`src/rtl/pri_dac_pkg.sv`:
```
// PRI-triggered DAC playback: shared types and waveform tables.
// Tables map wave_code to sample RAM base address and length.
package pri_dac_pkg;

  typedef enum logic [1:0] {
    IDLE,
    DELAY,
    PLAY,
    FLUSH
  } state_t;

  localparam int TAPER_LEN = 64;
  localparam int TAPER_SH  = 6;

  function automatic logic code_ok(input logic [7:0] c);
    return (c >= 8'h01) && (c <= 8'h07);
  endfunction

  // Lengths are fixed by the waveform set.
  function automatic logic [15:0] wave_len(input logic [7:0] c);
    logic [15:0] r;
    case (c)
      8'h01:   r = 16'd500;
      8'h02:   r = 16'd1300;
      8'h03:   r = 16'd2000;
      8'h04:   r = 16'd24000;
      8'h05:   r = 16'd4000;
      8'h06:   r = 16'd4000;
      8'h07:   r = 16'd10000;
      default: r = 16'd0;
    endcase
    return r;
  endfunction

  // Code 04 ends exactly at the top of the 15-bit space.
  function automatic logic [15:0] wave_base(input logic [7:0] c);
    logic [15:0] r;
    case (c)
      8'h01:   r = 16'd0;
      8'h02:   r = 16'd512;
      8'h03:   r = 16'd2048;
      8'h04:   r = 16'd8768;
      8'h05:   r = 16'd4096;
      8'h06:   r = 16'd16384;
      8'h07:   r = 16'd20480;
      default: r = 16'd0;
    endcase
    return r;
  endfunction

endpackage

```
`src/rtl/pri_dac_tx_taper.sv`:
```
// Linear ramp scaler for burst edges (used with DAC_TAPER_EN).
// out = (sample*k)>>>6, signed, registered; k is 1..64.
module dac_taper
  import pri_dac_pkg::*;
#(
  parameter int DATA_W = 16
) (
  input  logic              clk,
  input  logic              rst_n,
  input  logic              in_valid,
  input  logic [6:0]        in_k,
  input  logic [DATA_W-1:0] in_i,
  input  logic [DATA_W-1:0] in_q,
  output logic              out_valid,
  output logic [DATA_W-1:0] out_i,
  output logic [DATA_W-1:0] out_q
);

  localparam int PW = DATA_W + TAPER_SH;

  logic signed [PW-1:0] k_s;
  logic signed [PW-1:0] p_i;
  logic signed [PW-1:0] p_q;

  assign k_s = PW'($signed({1'b0, in_k}));
  assign p_i = PW'($signed(in_i)) * k_s;
  assign p_q = PW'($signed(in_q)) * k_s;

  // Scaled sample register; bits below the shift are dropped (floor).
  always_ff @(posedge clk) begin
    if (!rst_n) begin
      out_valid <= 1'b0;
      out_i     <= '0;
      out_q     <= '0;
    end else begin
      out_valid <= in_valid;
      out_i     <= in_valid ? p_i[PW-1:TAPER_SH] : '0;
      out_q     <= in_valid ? p_q[PW-1:TAPER_SH] : '0;
    end
  end

endmodule

```
`src/rtl/pri_dac_tx.sv`:
```
// PRI-triggered I/Q waveform playback from sample RAM to DAC.
// Optional edge taper when DAC_TAPER_EN is defined.
module pri_dac_tx
  import pri_dac_pkg::*;
#(
  parameter int DATA_W    = 16,
  parameter int ADDR_W    = 15,
  parameter int PRE_DELAY = 120
) (
  input  logic                clk_100M,
  input  logic                rst_n,
  input  logic                PRI,
  input  logic [7:0]          wave_code,
  output logic [ADDR_W-1:0]   ram_addr,
  output logic                ram_rd,
  input  logic [2*DATA_W-1:0] ram_data,
  output logic [DATA_W-1:0]   dac_i,
  output logic [DATA_W-1:0]   dac_q,
  output logic                dac_valid,
  output logic                tx_gate,
  output logic                busy,
  output logic                err_code,
  output logic                err_overrun
);

  localparam int CNT_W = $clog2(PRE_DELAY + 1);

  state_t            state_q, state_d;
  logic [CNT_W-1:0]  cnt_q, cnt_d;
  logic [15:0]       n_q, n_d;
  logic [ADDR_W-1:0] addr_q, addr_d;
  logic [7:0]        code_q, code_d;
  logic              pri_d;
  logic              pri_edge;
  logic              rd;
  logic              code_bad;
  logic              ovr;
  logic [15:0]       len;
  logic              rd_q;
  logic              s_valid;
  logic [DATA_W-1:0] s_i, s_q;

  assign pri_edge = PRI & ~pri_d;
  assign len      = wave_len(code_q);

  // State and burst counters.
  always_ff @(posedge clk_100M) begin
    if (!rst_n) begin
      state_q     <= IDLE;
      cnt_q       <= '0;
      n_q         <= '0;
      addr_q      <= '0;
      code_q      <= '0;
      pri_d       <= 1'b0;
      err_code    <= 1'b0;
      err_overrun <= 1'b0;
    end else begin
      state_q     <= state_d;
      cnt_q       <= cnt_d;
      n_q         <= n_d;
      addr_q      <= addr_d;
      code_q      <= code_d;
      pri_d       <= PRI;
      err_code    <= code_bad;
      err_overrun <= ovr;
    end
  end

  // Next state, read strobe and error flags.
  always_comb begin
    state_d  = state_q;
    cnt_d    = cnt_q;
    n_d      = n_q;
    addr_d   = addr_q;
    code_d   = code_q;
    rd       = 1'b0;
    code_bad = 1'b0;
    ovr      = 1'b0;
    unique case (state_q)
      IDLE: begin
        if (pri_edge) begin
          code_d = wave_code;
          if (code_ok(wave_code)) begin
            state_d = DELAY;
            cnt_d   = '0;
          end else begin
            code_bad = 1'b1;
          end
        end
      end
      DELAY: begin
        ovr = pri_edge;
        if (cnt_q == CNT_W'(PRE_DELAY - 1)) begin
          state_d = PLAY;
          n_d     = '0;
          addr_d  = ADDR_W'(wave_base(code_q));
        end else begin
          cnt_d = cnt_q + 1'b1;
        end
      end
      PLAY: begin
        ovr = pri_edge;
        rd  = 1'b1;
        if (n_q == len - 16'd1) begin
          state_d = FLUSH;
        end else begin
          n_d    = n_q + 16'd1;
          addr_d = addr_q + 1'b1;
        end
      end
      FLUSH: begin
        ovr     = pri_edge;
        state_d = IDLE;
      end
      default: state_d = IDLE;
    endcase
  end

  assign ram_rd   = rd;
  assign ram_addr = rd ? addr_q : '0;

  // RAM return capture: data is valid the cycle after the read.
  always_ff @(posedge clk_100M) begin
    if (!rst_n) begin
      rd_q    <= 1'b0;
      s_valid <= 1'b0;
      s_i     <= '0;
      s_q     <= '0;
    end else begin
      rd_q    <= rd;
      s_valid <= rd_q;
      s_i     <= rd_q ? ram_data[2*DATA_W-1:DATA_W] : '0;
      s_q     <= rd_q ? ram_data[DATA_W-1:0] : '0;
    end
  end

`ifdef DAC_TAPER_EN
  logic [6:0]  k_rd, k_q, s_k;
  logic [15:0] tail_start;

  assign tail_start = len - 16'(TAPER_LEN);

  // Ramp weight for the sample being read.
  always_comb begin
    k_rd = 7'(TAPER_LEN);
    if (n_q < 16'(TAPER_LEN))
      k_rd = 7'(n_q + 16'd1);
    else if (n_q >= tail_start)
      k_rd = 7'(len - n_q);
  end

  // Weight follows its sample down the read pipeline.
  always_ff @(posedge clk_100M) begin
    if (!rst_n) begin
      k_q <= '0;
      s_k <= '0;
    end else begin
      k_q <= k_rd;
      s_k <= k_q;
    end
  end

  dac_taper #(
    .DATA_W(DATA_W)
  ) u_taper (
    .clk      (clk_100M),
    .rst_n    (rst_n),
    .in_valid (s_valid),
    .in_k     (s_k),
    .in_i     (s_i),
    .in_q     (s_q),
    .out_valid(dac_valid),
    .out_i    (dac_i),
    .out_q    (dac_q)
  );

  assign busy = (state_q != IDLE) | rd_q | s_valid | dac_valid;
`else
  assign dac_valid = s_valid;
  assign dac_i     = s_i;
  assign dac_q     = s_q;
  assign busy      = (state_q != IDLE) | rd_q | dac_valid;
`endif

  assign tx_gate = dac_valid;

endmodule

```
`config.mk`:
```
export PLATFORM = sky130hd
export DESIGN_NAME = pri_dac_tx
export DESIGN_NICKNAME = d
export VERILOG_FILES = /design/src/rtl/pri_dac_pkg.sv /design/src/rtl/pri_dac_tx_taper.sv /design/src/rtl/pri_dac_tx.sv
export SDC_FILE = /design/constraint.sdc
export NUM_CORES = 1
export LEC_CHECK = 0
export ABC_AREA = 0
export CELL_PAD_IN_SITES_DETAIL_PLACEMENT = 1
export CELL_PAD_IN_SITES_GLOBAL_PLACEMENT = 2
export CORE_MARGIN = 8
export CORE_UTILIZATION = 31
export DETAILED_ROUTE_END_ITERATION = 16
export PLACE_DENSITY_LB_ADDON = 0.25
export SETUP_SLACK_MARGIN = 0.2
export SYNTH_ARGS = -nofsm -noshare
export SYNTH_HDL_FRONTEND = slang
export SYNTH_HIERARCHICAL = 1
export SYNTH_SLANG_ARGS = --single-unit
export TNS_END_PERCENT = 50
```
`constraint.sdc`:
```
create_clock -name clk_100M -period 6.6 [get_ports clk_100M]
set_input_delay 0.66 -clock clk_100M [delete_from_list [all_inputs] [get_ports clk_100M]]
set_output_delay 0.66 -clock clk_100M [all_outputs]
set_load 0.02 [all_outputs]
```
== Word level (Yosys, flattened, before mapping) ==
Cells that the tools add are included.

* Add/subtract/negate cells: 4
* Order comparisons: 2
* Equal/unequal tests: 18
* Multiplexer cells: 20
* Bitwise operators: 4
* Reductions and logical operators: 14

{| class="wikitable"
|+ Operators with widths
! cell !! count
|-
| $pmux 15 s6 || 2
|-
| $mux 15 || 3
|-
| $eq 8x3->1 const B || 4
|-
| $mux 16 || 2
|-
| $pmux 16 s2 || 1
|-
| $pmux 15 s2 || 1
|-
| $mux 7 || 3
|-
| $add 16x1->16 const B || 1
|-
| $eq 16x16->1 || 1
|-
| $eq 8x2->1 const B || 2
|-
| $sub 16x1->16 const B || 1
|-
| $add 15x1->15 const B || 1
|-
| $pmux 7 s2 || 1
|-
| $ne 2x2->1 const B || 6
|-
| $eq 8x1->1 const B || 1
|-
| $ge 8x1->1 const B || 1
|-
| $le 8x3->1 const B || 1
|-
| $mux 2 || 4
|-
| $pmux 2 s4 || 1
|-
| $reduce_and 4->1 || 2
|-
| $add 7x1->7 const B || 1
|-
| $eq 7x7->1 const B || 1
|-
| $reduce_and 2->1 || 3
|-
| $reduce_and 3->1 || 2
|-
| other kinds (11) || 16
|}

* Bits in registers: 85
* Bits of input ports: 43
* Output and inout bits: 53
* Logic and storage cells: 74

== Longest topological paths before layout ==
Gate-level depths: netlist of run 1.

* Word-level depth: 7
* Depth in mapped cells: 16
* Gate-level depth less buffers: 12

== Least setup slack after synthesis of run 1 ==
Ideal clock, no wire load.

* Path type: flip-flop to flip-flop
* From: register code_q[4]
* To: register n_q[6]
* Library setup time: 0.070 ns
* Data arrival time: 2.981 ns
* Required time: 6.530 ns
* Setup slack: 3.548 ns
* Cell stages (with the launch flop): 15
* Buffers on the path: 2
* Period minus slack after synthesis: 3.052 ns
* Cell sequence: dfxtp_1 or4_4 nor2_1 nand2_1 ha_1 xnor2_1 a211oi_1 nor3_1 a211oi_1 o2111ai_2 o21ai_2 buf_2 buf_2 o21ai_0 a21oi_1

* Longest elaborated chain between the ends: 7
* Elaborated cells on any way between the ends: 13
* Those cells by class: 1 x add/sub; 9 x eq/ne; 1 x mux; 2 x reduce/logical

{| class="wikitable"
|+ RTL lines
! what !! RTL line !! text
|-
| start: declaration || pri_dac_tx.sv:32 || <nowiki>logic [7:0] code_q, code_d;</nowiki>
|-
| start signal: assignment || pri_dac_tx.sv:62 || <nowiki>code_q <= code_d;</nowiki>
|-
| $eq 8x3->1 || pri_dac_pkg.sv:22 || <nowiki>case (c)</nowiki>
|-
| $reduce_or 2->1 (no source line) || - ||
|-
| $pmux 15 s6 (*) || pri_dac_pkg.sv:22 ||
|-
| $sub 16x1->16 (*) || pri_dac_tx.sv:104 || <nowiki>if (n_q == len - 16'd1) begin</nowiki>
|-
| $eq 16x16->1 (*) || pri_dac_tx.sv:104 ||
|-
| $ne 2x2->1 (no source line) (*) || - ||
|-
| $reduce_and 3->1 (no source line) (*) || - ||
|-
| end signal: assignment || pri_dac_tx.sv:60 || <nowiki>n_q <= n_d;</nowiki>
|-
| end: declaration || pri_dac_tx.sv:30 || <nowiki>logic [15:0] n_q, n_d;</nowiki>
|}

Mark *: on every way between the ends. The rest lies on a longest branch, timed or not.
A chain may end at the register's enable or synchronous reset.

== Worst setup path in the final report of run 1 ==
* From: register code_q[4]
* To: register addr_q[3]

* Longest elaborated chain between the ends: 7
* Elaborated cells on any way between the ends: 13
* Those cells by class: 1 x add/sub; 9 x eq/ne; 1 x mux; 2 x reduce/logical

{| class="wikitable"
|+ RTL lines
! what !! RTL line !! text
|-
| $eq 8x3->1 || pri_dac_pkg.sv:22 ||
|-
| $reduce_or 2->1 (no source line) || - ||
|-
| $pmux 15 s6 (*) || pri_dac_pkg.sv:22 ||
|-
| $sub 16x1->16 (*) || pri_dac_tx.sv:104 ||
|-
| $eq 16x16->1 (*) || pri_dac_tx.sv:104 ||
|-
| $ne 2x2->1 (no source line) (*) || - ||
|-
| $reduce_and 3->1 (no source line) (*) || - ||
|-
| end signal: assignment || pri_dac_tx.sv:61 || <nowiki>addr_q <= addr_d;</nowiki>
|-
| end: declaration || pri_dac_tx.sv:31 || <nowiki>logic [ADDR_W-1:0] addr_q, addr_d;</nowiki>
|}

Marked as above.

==> key figures, run 1 <==
Place
  • Routability-driven placement congestion ratio: 0.756
  • Half-perimeter wire length of the detailed placement result: 8.58 mm
  • Worst Setup Slack post-DPL: 2.41 ns
  • Port Buffer Count: 95

Clocking
  • Number of clock buffers inserted by TritonCTS: 9
  • Clock Tree Buf Depth: 2
  • Clock-pin slew of the registers on the worst-case setup and hold paths: 0.07 ns
  • # H-tree levels: 3
  • Number of post-CTS setup repair buffers: 0
  • Post-CTS Hold Fix Bufs: 0
  • Gates resized, CTS repair: 0
  • Cell at the root of the clock tree: sky130_fd_sc_hd__clkbuf_16
  • CTS tree: yes
  • Number of sinks driven by the clock tree: 85
  • Clock latency on the worst-skew pair: 0.35 ns

Worst setup path
  • Startpoint of the lowest-slack register-to-register path: code_q[4]$_SDFFE_PN0P_
  • Destination of the worst register-to-register timing path: addr_q[3]$_SDFFE_PN0P_
  • First element of the critical path: code_q[4]$_SDFFE_PN0P_
  • Kind of launch point of the worst setup path: flop
  • CP Max Fanout: 37
  • Required time of the critical path: 6.80 ns
  • Register-to-Register Setup Slack: 2.42 ns
  • Cell depth of the worst flop-to-flop path: 13
  • Category of the most critical setup path: reg2reg
  • CP endpoint kind: flop
  • Crit path arrival time: 4.38 ns

Power
  • Part of the total power dissipated in the clock network: 40.0%
  • Proportion of total power due to net switching: 30.9%
  • Cell Int Power: 0.925 mW
  • Worst vdd ir: 131 uV
  • Pleak: 1.96 nW
  • Pwr Total: 1.34 mW
  • P_sw: 0.413 mW
  • Power Density: 254 nW/um^2
  • Seq pwr share: 41.2%
  • Comb pwr share: 18.8%

Global route
  • All-Layer GR Usage: 14.8%
  • Vias in the first global route: 3757
  • Pin count of the biggest net entering global routing: 65
  • Congestion Overflow GR: 0
  • First-pass GRT wire length: 19.3 mm
  • Initial antenna violation count: 0

Route
  • Initial detailed-routing violation count: 142
  • Pre-Repair DR Iteration Count: 4
  • Ratio of routed vias to standard cells: 4.99
  • Post-route DRC: 0
  • Average wire per cell in the routed design: 16.3 um
  • Via count: 3618
  • Antenna-violating nets left: 0
  • Final routed wirelength across all metal layers: 11.8 mm

Synth
  • Average instance area after synthesis: 8.30 sq um
  • Distinct cell type count after synthesis: 51
  • Post-synth top area cell: sky130_fd_sc_hd__dfxtp_1
  • Cell count after synthesis: 472
  • Proportion of synthesized chip area in sequential cells: 43.4%
  • Share of Yosys cell area claimed by the top area cell type: 43.4%
  • Leading post-synthesis cells by cell area: sky130_fd_sc_hd__dfxtp_1 (43%), sky130_fd_sc_hd__and3_1 (6.2%), sky130_fd_sc_hd__nand2_1 (5.1%), sky130_fd_sc_hd__a21oi_1 (3.4%), sky130_fd_sc_hd__o21ai_0 (3.4%)
  • Ys Warns: 6
  • Post-synthesis register bit count: 85
  • Most common cell in the synthesized netlist: sky130_fd_sc_hd__dfxtp_1
  • Post-synth top flop: sky130_fd_sc_hd__dfxtp_1
  • Fraction of registers with async set or reset after synthesis: 0%
  • Synthesized cell area: 3920 sq um
  • Synthesized netlist net count: 522
  • Number of synthesized flops with an enable pin: 0
  • Top cells by count, synth: sky130_fd_sc_hd__dfxtp_1 (85), sky130_fd_sc_hd__nand2_1 (53), sky130_fd_sc_hd__and3_1 (39)

Die
  • Vertical die dimension: 128 um
  • Core region area: 12500 sq um
  • Boundary Pins: 96
  • Die area: 16500 sq um
  • Horizontal die dimension: 128 um
  • Initial Utilization: 31.4%
  • Row count: 41

Timing
  • Setup slack of the critical path after layout: 2.42 ns
  • Highest clock frequency the design can meet: 239 MHz
  • Max Transition Viols Final: 0
  • Total negative setup slack: 0 ns
  • Max transition margin: 19.7%
  • Number of hold violations in the final report: 0
  • Slew @ Worst Pin: 1.20 ns
  • Final cycle utilization of the critical path: 63.3%
  • Final min period: 4.18 ns
  • Post-Route Skew: 0.00793 ns
  • Setup violation total in the final timing report: 0
  • Worst hold margin: 0.471 ns
  • RSZ-0062 raised after global routing: false

Worst hold path
  • Worst hold path endpoint: code_q[6]$_SDFFE_PN0P_
  • Beginning of the worst hold path: code_q[6]$_SDFFE_PN0P_
  • Cell depth of the worst min-delay path: 2
  • Worst min-delay path category: reg2reg

Finish
  • Number of fill cells: 1485
  • Layout cells sized above 1: 5.42%
  • Footprint of the multi-input gates: 2020 sq um
  • Antenna Cells: 0
  • FF/Latch Area: 1700 sq um
  • Nets@finish: 598
  • Layout-stage area growth over the synthesis result: 34.6%

Status
  • Result of the run: completed

Flow run
  • Count of maximum capacitance violations: 0
## worst max-delay path, stage by stage, from the launching register on
cell and delay (ns):
sky130_fd_sc_hd__dfxtp_1 0.31, sky130_fd_sc_hd__or4_4 0.55, sky130_fd_sc_hd__nor2_1 0.28, sky130_fd_sc_hd__nand2_1 0.11, sky130_fd_sc_hd__ha_1 0.23, sky130_fd_sc_hd__xnor2_1 0.19
sky130_fd_sc_hd__nor2_1 0.13, sky130_fd_sc_hd__o211ai_1 0.10, sky130_fd_sc_hd__a222oi_1 0.30, sky130_fd_sc_hd__o2111ai_2 0.26, sky130_fd_sc_hd__o21ai_2 0.97, sky130_fd_sc_hd__buf_4 0.39
sky130_fd_sc_hd__or3_1 0.14, sky130_fd_sc_hd__a21oi_1 0.06
## metal layers
layer	GRT usage, %	wire length [um]
met1	17.1	5230
met2	23.9	5570
met3	5.59	842
met4	6.50	187
met5	0	0
## stage by stage
stage	instances	instance area [sq um]	util [%]
finish	725	5270	42.3
global route	725	5270	42.3
CTS	725	5270	42.3
detailed placement	709	4960	39.8
global placement	709	4960	39.8
floorplan	472	3920	-
## placed cells by master, fill, tap and decap left out, drive strengths merged, types with 13 or more instances in the layout
cell / instances
a21oi: 27
and2: 15
and3: 39
clkdlybuf4s50: 94
dfxtp: 85
inv: 18
nand2: 53
nand3: 22
nor2: 27
o21ai: 28
o31ai: 13
or3: 14
## cells by family (layout without fill, tap and decap cells)
kind of cell,count (synthesis),in the layout,synth area share (%)
muxes,1,1,0.287
xor gates and xnor gates,14,14,3.13
DFF,85,85,43.4
adders and majority gates,7,7,2.24
buffers and inverters,48,129,5.01
AOI/OAI and AO/OA,104,104,17.1
and+or+nand+nor,213,213,28.8
## state kept, by name, summed over array words and instances, names as in the netlist
name         flops
err_code         1
addr_q          15
n_q             16
pri_d            1
code_q           8
dac_i           16
dac_q           16
state_q          2
rd_q             1
dac_valid        1
cnt_q            7
err_overrun      1
## worst max-delay path by stage
stage,endpoint,slack [ns],cells after the start
final,addr_q[3]$_SDFFE_PN0P_,2.42,13
after global routing,addr_q[5]$_SDFFE_PN0P_,1.99,12
after CTS,addr_q[7]$_SDFFE_PN0P_,2.38,13
after detailed placement,addr_q[8]$_SDFFE_PN0P_,2.41,13
after global placement,addr_q[8]$_SDFFE_PN0P_,2.56,13
after floorplan,n_q[6]$_SDFFE_PN0P_,3.55,14
## cell type report
type	instances	area share, %
Clock buffer	9	4.27
Clock inverter	7	1.54
Inverter	15	1.07
Multi-Input combinational cell	339	38.4
Sequential cell	85	32.3
Tap cell	172	4.08
Timing Repair Buffer	98	18.4
## power groups by stage
stage | Sequential (mW) | Combinational (mW) | Clock, mW
3_5_place_dp | 0.563 | 0.255 | 0
5_1_grt | 0.555 | 0.283 | 0.572
3_3_place_gp | 0.562 | 0.249 | 0
4_1_cts | 0.551 | 0.257 | 0.550
6_report | 0.551 | 0.252 | 0.535
2_1_floorplan | 0.552 | 0.185 | 0
Power figures use the tool's default switching activity.
==> inputs of run 2 (changes only) <==
--- a/config.mk
+++ b/config.mk
@@ -9,7 +9,7 @@
 export CELL_PAD_IN_SITES_DETAIL_PLACEMENT = 1
 export CELL_PAD_IN_SITES_GLOBAL_PLACEMENT = 2
 export CORE_MARGIN = 8
-export CORE_UTILIZATION = 31
+export CORE_UTILIZATION = 28
 export DETAILED_ROUTE_END_ITERATION = 16
 export PLACE_DENSITY_LB_ADDON = 0.25
 export SETUP_SLACK_MARGIN = 0.2
==> constraint.sdc (replaced) <==
create_clock -name clk_100M -period 4 [get_ports clk_100M]
set_input_delay 0.4 -clock clk_100M [delete_from_list [all_inputs] [get_ports clk_100M]]
set_output_delay 0.4 -clock clk_100M [all_outputs]
set_load 0.02 [all_outputs]
==> key figures, run 2 (synthesis gave the netlist of run 1 again) <==
Clocking
  • Clock-pin slew of the registers on the worst-case setup and hold paths: 0.07 ns
  • Number of sinks driven by the clock tree: 85
  • Number of post-CTS setup repair buffers: 0
  • Clock Tree Buf Depth: 2
  • Post-CTS Hold Fix Bufs: 0
  • Cell at the root of the clock tree: sky130_fd_sc_hd__clkbuf_16
  • # H-tree levels: 3
  • CTS tree: yes
  • Gates resized, CTS repair: 0
  • Clock latency on the worst-skew pair: 0.35 ns
  • Number of clock buffers inserted by TritonCTS: 9

Global route
  • Vias in the first global route: 3796
  • Pin count of the biggest net entering global routing: 65
  • All-Layer GR Usage: 13.7%
  • Initial antenna violation count: 0
  • Congestion Overflow GR: 0
  • First-pass GRT wire length: 20.0 mm

Timing
  • Post-Route Skew: 0.00803 ns
  • Final cycle utilization of the critical path: 85.4%
  • Setup violation total in the final timing report: 0
  • Worst hold margin: 0.474 ns
  • Final min period: 3.42 ns
  • Slew @ Worst Pin: 0.738 ns
  • Max Transition Viols Final: 0
  • Total negative setup slack: 0 ns
  • Highest clock frequency the design can meet: 293 MHz
  • Number of hold violations in the final report: 0
  • RSZ-0062 raised after global routing: false
  • Max transition margin: 50.5%

Finish
  • Antenna Cells: 0
  • Final cell count without fillers: 738
  • Layout cells sized above 1: 5.91%
  • Number of fill cells: 1658
  • Commonest non-fill, non-tap cell in the layout: sky130_fd_sc_hd__clkdlybuf4s50_1
  • Nets@finish: 603
  • Fraction of the core area covered by cells at the end of the flow: 38.6%
  • Layout-stage area growth over the synthesis result: 35.7%
  • Most frequent cells in the layout: sky130_fd_sc_hd__clkdlybuf4s50_1 (94), sky130_fd_sc_hd__dfxtp_1 (85), sky130_fd_sc_hd__nand2_1 (53)

Power
  • Power Density: 416 nW/um^2
  • Pleak: 1.98 nW
  • Pwr Total: 2.21 mW
  • Worst vdd ir: 248 uV

Worst setup path
  • Category of the most critical setup path: reg2reg
  • Cell depth of the worst flop-to-flop path: 13
  • CP endpoint kind: flop
  • Family with the most delay on the worst path: compound AO/OA/AOI/OAI gates
  • Destination of the worst register-to-register timing path: addr_q[9]$_SDFFE_PN0P_
  • CP Max Fanout: 40
  • CP peak stage delay: 0.55 ns
  • Crit path arrival time: 3.69 ns
  • Series of cell instances along the critical path: or4_4, nor2_1, nand2_1, ha_1, xnor2_1, nor2_1, o211ai_1, a222oi_1, o2111ai_2, o21ai_2, buf_4, o21ai_0, a21boi_0
  • Sum of buffers and inverters on the critical path: 1
  • Register-to-Register Setup Slack: 0.58 ns
  • Startpoint of the lowest-slack register-to-register path: code_q[4]$_SDFFE_PN0P_
  • Slowest stage cell on the critical path: sky130_fd_sc_hd__or4_4
  • Kind of launch point of the worst setup path: flop
  • Most used cell, CP: sky130_fd_sc_hd__nor2_1
  • Required time of the critical path: 4.27 ns

Flow run
  • Count of maximum capacitance violations: 0

Place
  • Cell Count Post-Placement: 722
  • Half-perimeter wire length of the detailed placement result: 8.76 mm
  • Routability-driven placement congestion ratio: 0.792
  • Port Buffer Count: 95

Die
  • Vertical die dimension: 134 um
  • Boundary Pins: 96
  • Initial Utilization: 28.4%
  • Row count: 43
  • Core region area: 13800 sq um
  • Horizontal die dimension: 134 um
  • Die area: 18000 sq um

Status
  • Result of the run: completed

Route
  • Via count: 3683
  • Ratio of routed vias to standard cells: 4.99
  • Antenna-violating nets left: 0
  • Initial detailed-routing violation count: 130
  • Average wire per cell in the routed design: 16.3 um
  • Pre-Repair DR Iteration Count: 4
  • Final routed wirelength across all metal layers: 12.0 mm
  • Post-route DRC: 0

Worst hold path
  • Cell depth of the worst min-delay path: 2
  • Beginning of the worst hold path: code_q[6]$_SDFFE_PN0P_
  • Worst min-delay path category: reg2reg
  • Worst hold path endpoint: code_q[6]$_SDFFE_PN0P_
==> run 2: how the worst max path moves through the flow <==
| stage | start | to | slack (ns) | depth (start not counted) |
|---|---|---|---|---|
| floorplan | code_q[4]$_SDFFE_PN0P_ | n_q[6]$_SDFFE_PN0P_ | 0.95 | 14 |
| global placement | code_q[4]$_SDFFE_PN0P_ | addr_q[12]$_SDFFE_PN0P_ | 0.71 | 13 |
| detailed placement | code_q[4]$_SDFFE_PN0P_ | addr_q[9]$_SDFFE_PN0P_ | 0.60 | 13 |
| CTS | code_q[4]$_SDFFE_PN0P_ | addr_q[9]$_SDFFE_PN0P_ | 0.56 | 13 |
| global route | code_q[4]$_SDFFE_PN0P_ | n_q[6]$_SDFFE_PN0P_ | 0.26 | 13 |
| finish | code_q[4]$_SDFFE_PN0P_ | addr_q[9]$_SDFFE_PN0P_ | 0.58 | 13 |
==> run 2: power by group <==
| part | internal [mW] | switching [mW] |
|---|---|---|
| combinational | 0.168 | 0.269 |
| sequential | 0.873 | 0.0293 |
| clock | 0.509 | 0.364 |
==> run 2: worst reg2reg max path, stage by stage (launching register included) <==
cell and delay (ns):
sky130_fd_sc_hd__dfxtp_1 0.32, sky130_fd_sc_hd__or4_4 0.55, sky130_fd_sc_hd__nor2_1 0.30, sky130_fd_sc_hd__nand2_1 0.10, sky130_fd_sc_hd__ha_1 0.24, sky130_fd_sc_hd__xnor2_1 0.17
sky130_fd_sc_hd__nor2_1 0.13, sky130_fd_sc_hd__o211ai_1 0.09, sky130_fd_sc_hd__a222oi_1 0.33, sky130_fd_sc_hd__o2111ai_2 0.26, sky130_fd_sc_hd__o21ai_2 0.19, sky130_fd_sc_hd__buf_4 0.34
sky130_fd_sc_hd__o21ai_0 0.16, sky130_fd_sc_hd__a21boi_0 0.17
==> run 2: layer usage <==
layer	global-route usage, %	vias to the layer above	routed length [um]
met1	16.6	1779	5380
li1	-	1830	-
met2	22.4	63	5790
met3	3.78	11	627
met5	0	-	0
met4	5.74	0	198
==> run 2: final cells by class <==
class | instances | area (sq um) | area share, %
flip-flops and latches | 85 | 1700 | 32.0
multi-input cells | 339 | 2020 | 38.0
well taps | 180 | 225 | 4.24
clock buffers | 11 | 243 | 4.57
repair buffers | 103 | 1010 | 18.9
inverters | 15 | 56.3 | 1.06
clock inverters | 5 | 65.1 | 1.22
==> run 2: metrics by stage <==
step                cell area (sq um)  setup slack (ns)
floorplan                        3920             0.948
global placement                 5010             0.715
detailed placement               5010             0.601
CTS                              5320             0.559
global route                     5320             0.264
finish                           5320             0.584
==> inputs of run 3 (changes only) <==
--- a/config.mk
+++ b/config.mk
@@ -10,6 +10,7 @@
 export CELL_PAD_IN_SITES_GLOBAL_PLACEMENT = 2
 export CORE_MARGIN = 8
 export CORE_UTILIZATION = 28
+export CTS_BUF_LIST = sky130_fd_sc_hd__clkbuf_16
 export DETAILED_ROUTE_END_ITERATION = 16
 export PLACE_DENSITY_LB_ADDON = 0.25
 export SETUP_SLACK_MARGIN = 0.2
==> key figures, run 3 (synthesis gave the netlist of run 1 again) <==
Global route
  • Pin count of the biggest net entering global routing: 65
  • Vias in the first global route: 3795
  • First-pass GRT wire length: 20.0 mm
  • Initial antenna violation count: 0
  • Congestion Overflow GR: 0
  • All-Layer GR Usage: 13.7%

Place
  • Half-perimeter wire length of the detailed placement result: 8.76 mm
  • Routability-driven placement congestion ratio: 0.792
  • Placed standard-cell area: 5010 sq um
  • Port Buffer Count: 95

Finish
  • Layout cells sized above 1: 5.73%
  • Layout-stage area growth over the synthesis result: 35.5%
  • FF/Latch Area: 1700 sq um
  • Nets@finish: 603
  • Antenna Cells: 0
  • Footprint of the multi-input gates: 2020 sq um
  • Commonest non-fill, non-tap cell in the layout: sky130_fd_sc_hd__clkdlybuf4s50_1
  • Number of fill cells: 1659
  • Post-route cell area: 5310 sq um
  • Most frequent cells in the layout: sky130_fd_sc_hd__clkdlybuf4s50_1 (94), sky130_fd_sc_hd__dfxtp_1 (85), sky130_fd_sc_hd__nand2_1 (53)

Route
  • Ratio of routed vias to standard cells: 4.96
  • Average wire per cell in the routed design: 16.2 um
  • Initial detailed-routing violation count: 133
  • Post-route DRC: 0
  • Final routed wirelength across all metal layers: 12.0 mm
  • Via count: 3660
  • Antenna-violating nets left: 0
  • Pre-Repair DR Iteration Count: 4

Power
  • Pwr Total: 2.19 mW
  • Pleak: 1.98 nW
  • Power Density: 412 nW/um^2
  • Worst vdd ir: 248 uV

Flow run
  • Count of maximum capacitance violations: 0

Worst setup path
  • CP endpoint kind: flop
  • Cell depth of the worst flop-to-flop path: 13
  • Required time of the critical path: 4.28 ns
  • Crit path arrival time: 3.68 ns
  • CP Max Fanout: 40
  • Destination of the worst register-to-register timing path: n_q[15]$_SDFFE_PN0P_
  • Kind of launch point of the worst setup path: flop
  • Category of the most critical setup path: reg2reg
  • Register-to-Register Setup Slack: 0.60 ns
  • Startpoint of the lowest-slack register-to-register path: code_q[4]$_SDFFE_PN0P_

Clocking
  • # H-tree levels: 3
  • CTS tree: yes
  • Number of post-CTS setup repair buffers: 0
  • Clock Tree Buf Depth: 2
  • Cell at the root of the clock tree: sky130_fd_sc_hd__clkbuf_16
  • Gates resized, CTS repair: 0
  • Post-CTS Hold Fix Bufs: 0
  • Clock latency on the worst-skew pair: 0.35 ns
  • Number of clock buffers inserted by TritonCTS: 9
  • Clock-pin slew of the registers on the worst-case setup and hold paths: 0.07 ns
  • Number of sinks driven by the clock tree: 85

Timing
  • Number of hold violations in the final report: 0
  • Max transition margin: 50.3%
  • Worst hold margin: 0.474 ns
  • Final min period: 3.40 ns
  • Post-Route Skew: 0.00815 ns
  • Highest clock frequency the design can meet: 294 MHz
  • Total negative setup slack: 0 ns
  • Setup violation total in the final timing report: 0
  • Slew @ Worst Pin: 0.741 ns
  • RSZ-0062 raised after global routing: false
  • Max Transition Viols Final: 0
  • Final cycle utilization of the critical path: 85.1%

Worst hold path
  • Worst hold path endpoint: code_q[6]$_SDFFE_PN0P_
  • Cell depth of the worst min-delay path: 2
  • Worst min-delay path category: reg2reg
  • Beginning of the worst hold path: code_q[6]$_SDFFE_PN0P_

Status
  • Result of the run: completed

Die
  • Core region area: 13800 sq um
  • Row count: 43
  • Horizontal die dimension: 134 um
  • Die area: 18000 sq um
  • Boundary Pins: 96
  • Initial Utilization: 28.4%
  • Vertical die dimension: 134 um
run 3: critical path: stages (launching register included):
cell                        delay, ns
sky130_fd_sc_hd__dfxtp_1         0.32
sky130_fd_sc_hd__or4_4           0.55
sky130_fd_sc_hd__nor2_1          0.30
sky130_fd_sc_hd__nand2_1         0.10
sky130_fd_sc_hd__ha_1            0.24
sky130_fd_sc_hd__xnor2_1         0.28
sky130_fd_sc_hd__a211oi_1        0.08
sky130_fd_sc_hd__nor3_1          0.20
sky130_fd_sc_hd__a211oi_1        0.08
sky130_fd_sc_hd__o2111ai_2       0.14
sky130_fd_sc_hd__o21ai_2         0.09
sky130_fd_sc_hd__buf_4           0.25
sky130_fd_sc_hd__or4_1           0.54
sky130_fd_sc_hd__a21oi_1         0.16
run 3: layout make-up:
cell class / count / share of cell area, %
multi-input cells: 339 / 38.1
repair buffers: 103 / 19.0
clock buffers: 9 / 4.24
clock inverters: 7 / 1.37
flip-flops and latches: 85 / 32.1
well taps: 180 / 4.24
inverters: 15 / 1.06
run 3: through the flow:
stage	utilization (%)	setup WS (ns)	instances
floorplan	-	0.948	472
global placement	36.4	0.715	722
detailed placement	36.4	0.601	722
CTS	38.5	0.559	738
global route	38.5	0.264	738
finish	38.5	0.596	738
run 3: worst max-delay path by stage:
stage	to	startpoint	slack [ns]
after detailed placement	addr_q[9]$_SDFFE_PN0P_	code_q[4]$_SDFFE_PN0P_	0.60
final	n_q[15]$_SDFFE_PN0P_	code_q[4]$_SDFFE_PN0P_	0.60
after global placement	addr_q[12]$_SDFFE_PN0P_	code_q[4]$_SDFFE_PN0P_	0.71
after floorplan	n_q[6]$_SDFFE_PN0P_	code_q[4]$_SDFFE_PN0P_	0.95
after CTS	addr_q[9]$_SDFFE_PN0P_	code_q[4]$_SDFFE_PN0P_	0.56
after global routing	n_q[6]$_SDFFE_PN0P_	code_q[4]$_SDFFE_PN0P_	0.26
run 3: report_power, final:
| group | total [mW] | internal, mW | switching [mW] | leakage, nW |
|---|---|---|---|---|
| Sequential | 0.902 | 0.873 | 0.0292 | 0.686 |
| Clock | 0.850 | 0.487 | 0.363 | 0.150 |
| Combinational | 0.437 | 0.168 | 0.268 | 1.14 |
run 3: routing by layer:
metal  global-route usage, %  routed length, um
met1                    16.6               5460
met2                    22.4               5770
met3                    3.78                551
met4                    5.74                198
met5                       0                  0
